**src/rtl/instruction_fetch.sv**
```systemverilog
// instruction_fetch: fetch stage feeding the opcode decoder. Owns the PC,
// issues word fetches, buffers returned words with their PCs in a small FIFO
// and hands them on through a valid/ready handshake. A redirect flushes
// buffered words and discards fetches that are still in flight.
//
// Ports:
//   clk            rising-edge clock
//   reset          asynchronous reset, active low
//   imem_req_o     fetch request, accepted in the cycle it is raised
//   imem_addr_o    word-aligned fetch address, valid with imem_req_o
//   imem_rvalid_i  in-order response valid (latency >= 1)
//   imem_rdata_i   response instruction word
//   redirect_i     load redirect_pc_i as the new PC and flush
//   redirect_pc_i  redirect target, bits [1:0] ignored
//   inst_valid_o   inst_o/pc_o/op_o hold a fetched instruction
//   inst_ready_i   consumer accepts the head instruction
//   inst_o         head instruction, NOP (32'h13) when empty
//   pc_o           address of inst_o, 0 when empty
//   op_o           inst_o[6:0] for the decoder
//   fetch_count_o  completed handshakes since reset
//                  (only with FETCH_PERF_CNT_EN defined)
//
// Build option: define FETCH_PERF_CNT_EN to add fetch_count_o.

module instruction_fetch #(
   parameter logic [31:0] RESET_PC   = 32'h0040_0000,
   parameter int          FIFO_DEPTH = 2
) (
   input  logic        clk,
   input  logic        reset,
   output logic        imem_req_o,
   output logic [31:0] imem_addr_o,
   input  logic        imem_rvalid_i,
   input  logic [31:0] imem_rdata_i,
   input  logic        redirect_i,
   input  logic [31:0] redirect_pc_i,
   output logic        inst_valid_o,
   input  logic        inst_ready_i,
   output logic [31:0] inst_o,
   output logic [31:0] pc_o,
   output logic [6:0]  op_o
`ifdef FETCH_PERF_CNT_EN
   ,
   output logic [31:0] fetch_count_o
`endif
);

   localparam int AW = (FIFO_DEPTH > 1) ? $clog2(FIFO_DEPTH) : 1;
   localparam int CW = AW + 1;
   localparam logic [31:0] NOP = 32'h0000_0013;
   localparam logic [CW:0] DEPTH_W = (CW+1)'(FIFO_DEPTH);

   logic [31:0]   r_pc;
   logic [31:0]   r_tag_pc;
   logic [CW-1:0] r_out;
   logic [CW-1:0] r_drop;
   logic [CW-1:0] r_count;
   logic [AW-1:0] r_wptr;
   logic [AW-1:0] r_rptr;
   logic [31:0]   r_inst [FIFO_DEPTH];
   logic [31:0]   r_tag  [FIFO_DEPTH];

   logic          w_valid;
   logic          w_pop;
   logic          w_rsp;
   logic          w_discard;
   logic          w_push;
   logic          w_issue;
   logic [CW:0]   w_used;
   logic [CW-1:0] w_out_rsp;
   logic [31:0]   w_redir_pc;

   assign w_valid    = (r_count != '0);
   assign w_pop      = w_valid & inst_ready_i;
   // Responses with nothing outstanding are not ours.
   assign w_rsp      = imem_rvalid_i & (r_out != '0);
   assign w_discard  = w_rsp & (r_drop != '0);
   assign w_push     = w_rsp & (r_drop == '0) & ~redirect_i;
   assign w_out_rsp  = r_out - CW'(w_rsp);
   assign w_redir_pc = redirect_pc_i & ~32'h3;

   // Buffered plus in-flight words bound the FIFO fill. A slot being
   // popped this cycle counts as free, which lets a latency-1 memory
   // stream one word per cycle through a 2-entry buffer.
   assign w_used  = {1'b0, r_count} + {1'b0, r_out}
                  - (CW+1)'(w_pop);
   assign w_issue = reset & ~redirect_i & (w_used < DEPTH_W);

   assign imem_req_o   = w_issue;
   assign imem_addr_o  = r_pc;
   assign inst_valid_o = w_valid;
   assign inst_o       = w_valid ? r_inst[r_rptr] : NOP;
   assign pc_o         = w_valid ? r_tag[r_rptr] : '0;
   assign op_o         = inst_o[6:0];

   // Responses return in order and stale ones are dropped before any
   // new-stream word arrives, so the PC of the next kept response is
   // just a running counter restarted on redirect.
   always_ff @(posedge clk or negedge reset) begin
      if (!reset) begin
         r_pc     <= RESET_PC;
         r_tag_pc <= RESET_PC;
         r_out    <= '0;
         r_drop   <= '0;
         r_count  <= '0;
         r_wptr   <= '0;
         r_rptr   <= '0;
      end else if (redirect_i) begin
         r_pc     <= w_redir_pc;
         r_tag_pc <= w_redir_pc;
         r_out    <= w_out_rsp;
         // Everything still in flight belongs to the old stream.
         r_drop   <= w_out_rsp;
         r_count  <= '0;
         r_wptr   <= '0;
         r_rptr   <= '0;
      end else begin
         if (w_issue) begin
            r_pc <= r_pc + 32'd4;
         end
         r_out <= w_out_rsp + CW'(w_issue);
         if (w_discard) begin
            r_drop <= r_drop - CW'(1);
         end
         if (w_push) begin
            r_wptr   <= r_wptr + AW'(1);
            r_tag_pc <= r_tag_pc + 32'd4;
         end
         if (w_pop) begin
            r_rptr <= r_rptr + AW'(1);
         end
         r_count <= r_count + CW'(w_push) - CW'(w_pop);
      end
   end

   always_ff @(posedge clk) begin
      if (w_push) begin
         r_inst[r_wptr] <= imem_rdata_i;
         r_tag[r_wptr]  <= r_tag_pc;
      end
   end

`ifdef FETCH_PERF_CNT_EN
   logic [31:0] r_fetch_cnt;

   always_ff @(posedge clk or negedge reset) begin
      if (!reset) begin
         r_fetch_cnt <= '0;
      end else if (w_pop) begin
         r_fetch_cnt <= r_fetch_cnt + 32'd1;
      end
   end

   assign fetch_count_o = r_fetch_cnt;
`endif

`ifndef SYNTHESIS
   a_no_overflow: assert property (
      @(posedge clk) disable iff (!reset)
      !(w_push && (r_count == CW'(FIFO_DEPTH))));
`endif

endmodule
```
**config.mk**
```make
export PLATFORM = sky130hd
export DESIGN_NAME = instruction_fetch
export DESIGN_NICKNAME = d
export VERILOG_FILES = /design/src/rtl/instruction_fetch.sv
export SDC_FILE = /design/constraint.sdc
export NUM_CORES = 1
export LEC_CHECK = 0
export ABC_CLOCK_PERIOD_IN_PS = 10850
export CORE_MARGIN = 4
export CORE_UTILIZATION = 50
export DETAILED_ROUTE_END_ITERATION = 16
export HOLD_SLACK_MARGIN = 0.1
export PLACE_DENSITY = 0.84
export SETUP_SLACK_MARGIN = 0.05
export SLEW_MARGIN = 20
export SYNTH_ARGS = -nofsm -noshare
export SYNTH_HDL_FRONTEND = slang
export SYNTH_SLANG_ARGS = --single-unit
```
**constraint.sdc**
```tcl
create_clock -name clk -period 10.85 [get_ports clk]
set_input_delay 1.085 -clock clk [delete_from_list [all_inputs] [get_ports clk]]
set_output_delay 1.085 -clock clk [all_outputs]
set_load 0.01 [all_outputs]
```
==> results.cfg <==
[layout]
n_fill_cell = 1320
mostFrequentLayoutCell = clkdlybuf4s50_1
final_cell_mix = 166 x clkdlybuf4s50_1, 124 x edfxtp_1, 93 x nor2_1
post-route-util_pct = 65.4
n_antenna_cell = 0
drive_above_1_share_pct = 7.19
finalNetCount = 983
syn2layout_area_growth_pct = 26.4
finalNonFillerCells = 1143

[pwr]
power_density_nw_per_um2 = 202
ir_drop_mv = 0.127
leakagePower_nw = 3.89

[sta]
period_minus_slack_ns = 5.34
setup_viol = 0
rsz0062_at_grt = false
slew_headroom_pct = 37.6
period_share_pct = 49.2
worst_pin_slew_ns = 0.928
finClkSkew_ns = 0.0145
slew_violations = 0
fmax_ghz = 0.187
setup_tns_ns = 0
hold_viol = 0

[critical_path]
cp_max_fo = 6
r2r_cells = 8
startpoint_type = input pin
r2r_setup_slack_ns = 7.68
worstPathArrival_ns = 4.26
path_class = in -> out
cp.required_ns = 9.77
worstReg2RegEnd = imem_addr_o[20]$_DFFE_PN0P_
endpoint_kind = primary output
r2r-start = r_count[1]$_DFF_PN0_

[detailed_routing]
drtIter0Drc = 535
dr.pass1.iters = 5
routedWlPerCell_um = 18.6
ant_nets = 0
vias = 6798
drc = 0
vias_per_cell = 5.95
drt-total-wl_um = 21200

[cts]
ctsLongestPathBuffers = 2
htreeDepth = 4
postCtsHoldBufs = 0
cts_tree = built
clk_latency_ns = 0.43
cts-root-buf = clkbuf_16
postCtsSetupBuffers = 0
post_cts_resized = 0
numCtsBuffers = 17
clk_pin_slew_ns = 0.06
numClockSinks = 192

[floorplanning]
die_w_um = 142
core_sq_um = 17500
num_rows = 48
die-area_sq_um = 20300
die_h_um = 142
ios = 174
initial_core_util_pct = 51.7

[synth]
ys_types = 59
async_flop_share_pct = 35.4
syn_inst = 754
seq_area_frac_synth_pct = 60.1
syn_avg_cell_area_sq_um = 12.0
synth_edf_count = 124
syn_area_sq_um = 9040
synth_ff_type = edfxtp_1
yosys_register_bits = 192
yosysWarningCount = 0

[placement]
place.gp.congestion = 0.959
dp_hpwl_um = 14600
dp.cells = 1111
place.port_buffers = 167

[global_routing]
grt_util_all_layers_pct = 21.0
grt_pass1_wl_um = 33800
grt_pass1_vias = 6546
grt_max_degree = 69
antenna_found_initial = 0
grt-ovfl-total = 0

[outcome]
status = complete, no violations

[hold_path]
min_path_type = reg -> reg
hold_path_end = r_tag[0][6]$_DFFE_PP_
holdPathStages = 0
worstHoldStart = r_tag_pc[6]$_DFFE_PN0N_

[job]
cap_violations = 0
worst max-delay path by stage:
stage	from	cells past startpoint	end
floorplan	redirect_i	5	r_inst[0][0]$_DFFE_PP_
global placement	inst_ready_i	7	imem_req_o
detailed placement	inst_ready_i	7	imem_req_o
CTS	inst_ready_i	7	imem_req_o
global route	inst_ready_i	7	imem_req_o
finish	inst_ready_i	7	imem_req_o
layout make-up:
type / instances / area [sq um] / share of cell area (%)
flip-flops and latches: 192 / 5430 / 47.6
inverters: 16 / 60.1 / 0.526
clock inverters: 13 / 138 / 1.20
multi-input cells: 504 / 3360 / 29.4
clock buffers: 19 / 433 / 3.79
well taps: 225 / 282 / 2.46
repair buffers: 174 / 1720 / 15.1
metrics by stage:
stage                     hold WS, ns  worst slack [ns]  power (W)  instance area, sq um
final                           0.539              5.51    0.00231                 11400
after global routing            0.565              5.37    0.00243                 11400
after CTS                       0.528              5.56    0.00233                 11400
after detailed placement        0.511              5.59    0.00172                 10900
after global placement          0.509              5.58    0.00171                 10900
after floorplan                 0.470              5.94    0.00137                  9050
cell families after synthesis:
logic type	after synthesis	synth area share [%]
muxes	77	8.68
buffers and inverters	61	3.06
DFF	192	60.1
xor gates and xnor gates	24	2.41
other	1	0.0415
and+or+nand+nor	295	17.1
adders and majority gates	9	1.33
AOI/OAI and AO/OA	95	7.33
sequential cells by signal (all words and copies together) (netlist names):
| register | cells |
|---|---|
| r_inst | 64 |
| r_rptr | 1 |
| r_tag | 60 |
| r_tag_pc | 30 |
| r_wptr | 1 |
| imem_addr_o | 30 |
| r_out | 2 |
| r_drop | 2 |
| r_count | 2 |
routing by layer:
metal	up-vias	global-route usage, %	wire, um
met5	-	0	0
met4	0	6.25	432
met3	41	5.51	2090
met2	351	32.6	9720
met1	3262	29.3	9000
li1	3144	-	-
cells in the mapped netlist (2+ instances only):
cell type	count	area (sq um)
a211o_1	2	17.5
a211oi_1	8	60.1
a21boi_0	3	22.5
a21oi_1	10	50.1
a31oi_1	21	131
and2_1	8	50.1
and3_1	12	75.1
and4_1	9	78.8
buf_1	7	26.3
buf_2	2	10.0
buf_4	12	90.1
clkbuf_1	24	90.1
dfrtp_1	66	1650
dfstp_2	2	52.6
edfxtp_1	124	3720
ha_1	8	100
inv_1	16	60.1
mux2_2	11	124
mux2i_1	66	661
nand2_1	42	158
nand2b_1	3	18.8
nand3_1	19	95.1
nand4_1	29	181
nand4_2	2	25.0
nor2_1	95	357
nor2b_1	6	37.5
nor3_1	11	55.1
nor4_1	17	106
o2111ai_1	2	17.5
o211ai_1	6	45.0
o21ai_0	13	65.1
o311ai_0	5	43.8
o31a_1	2	17.5
o31ai_1	12	90.1
or2_2	5	31.3
or3_1	8	50.1
or4_1	23	173
xnor2_1	20	175
xor2_1	3	26.3
power breakdown:
part	switching, W	leakage (nW)	internal (W)
Combinational	0.000395	1.72	0.000366
Clock	0.000266	0.263	0.000339
Sequential	0.0000871	1.91	0.000859
Total	0.000748	3.89	0.00156
critical path: stages:
cell	delay [ns]
clkdlybuf4s50_1	0.52
nor3b_1	0.34
o21ai_0	0.18
fa_1	0.54
nand2_1	0.12
nor3_1	0.77
clkdlybuf4s50_1	0.69
Note: power is estimated with default switching activity, not from simulation.
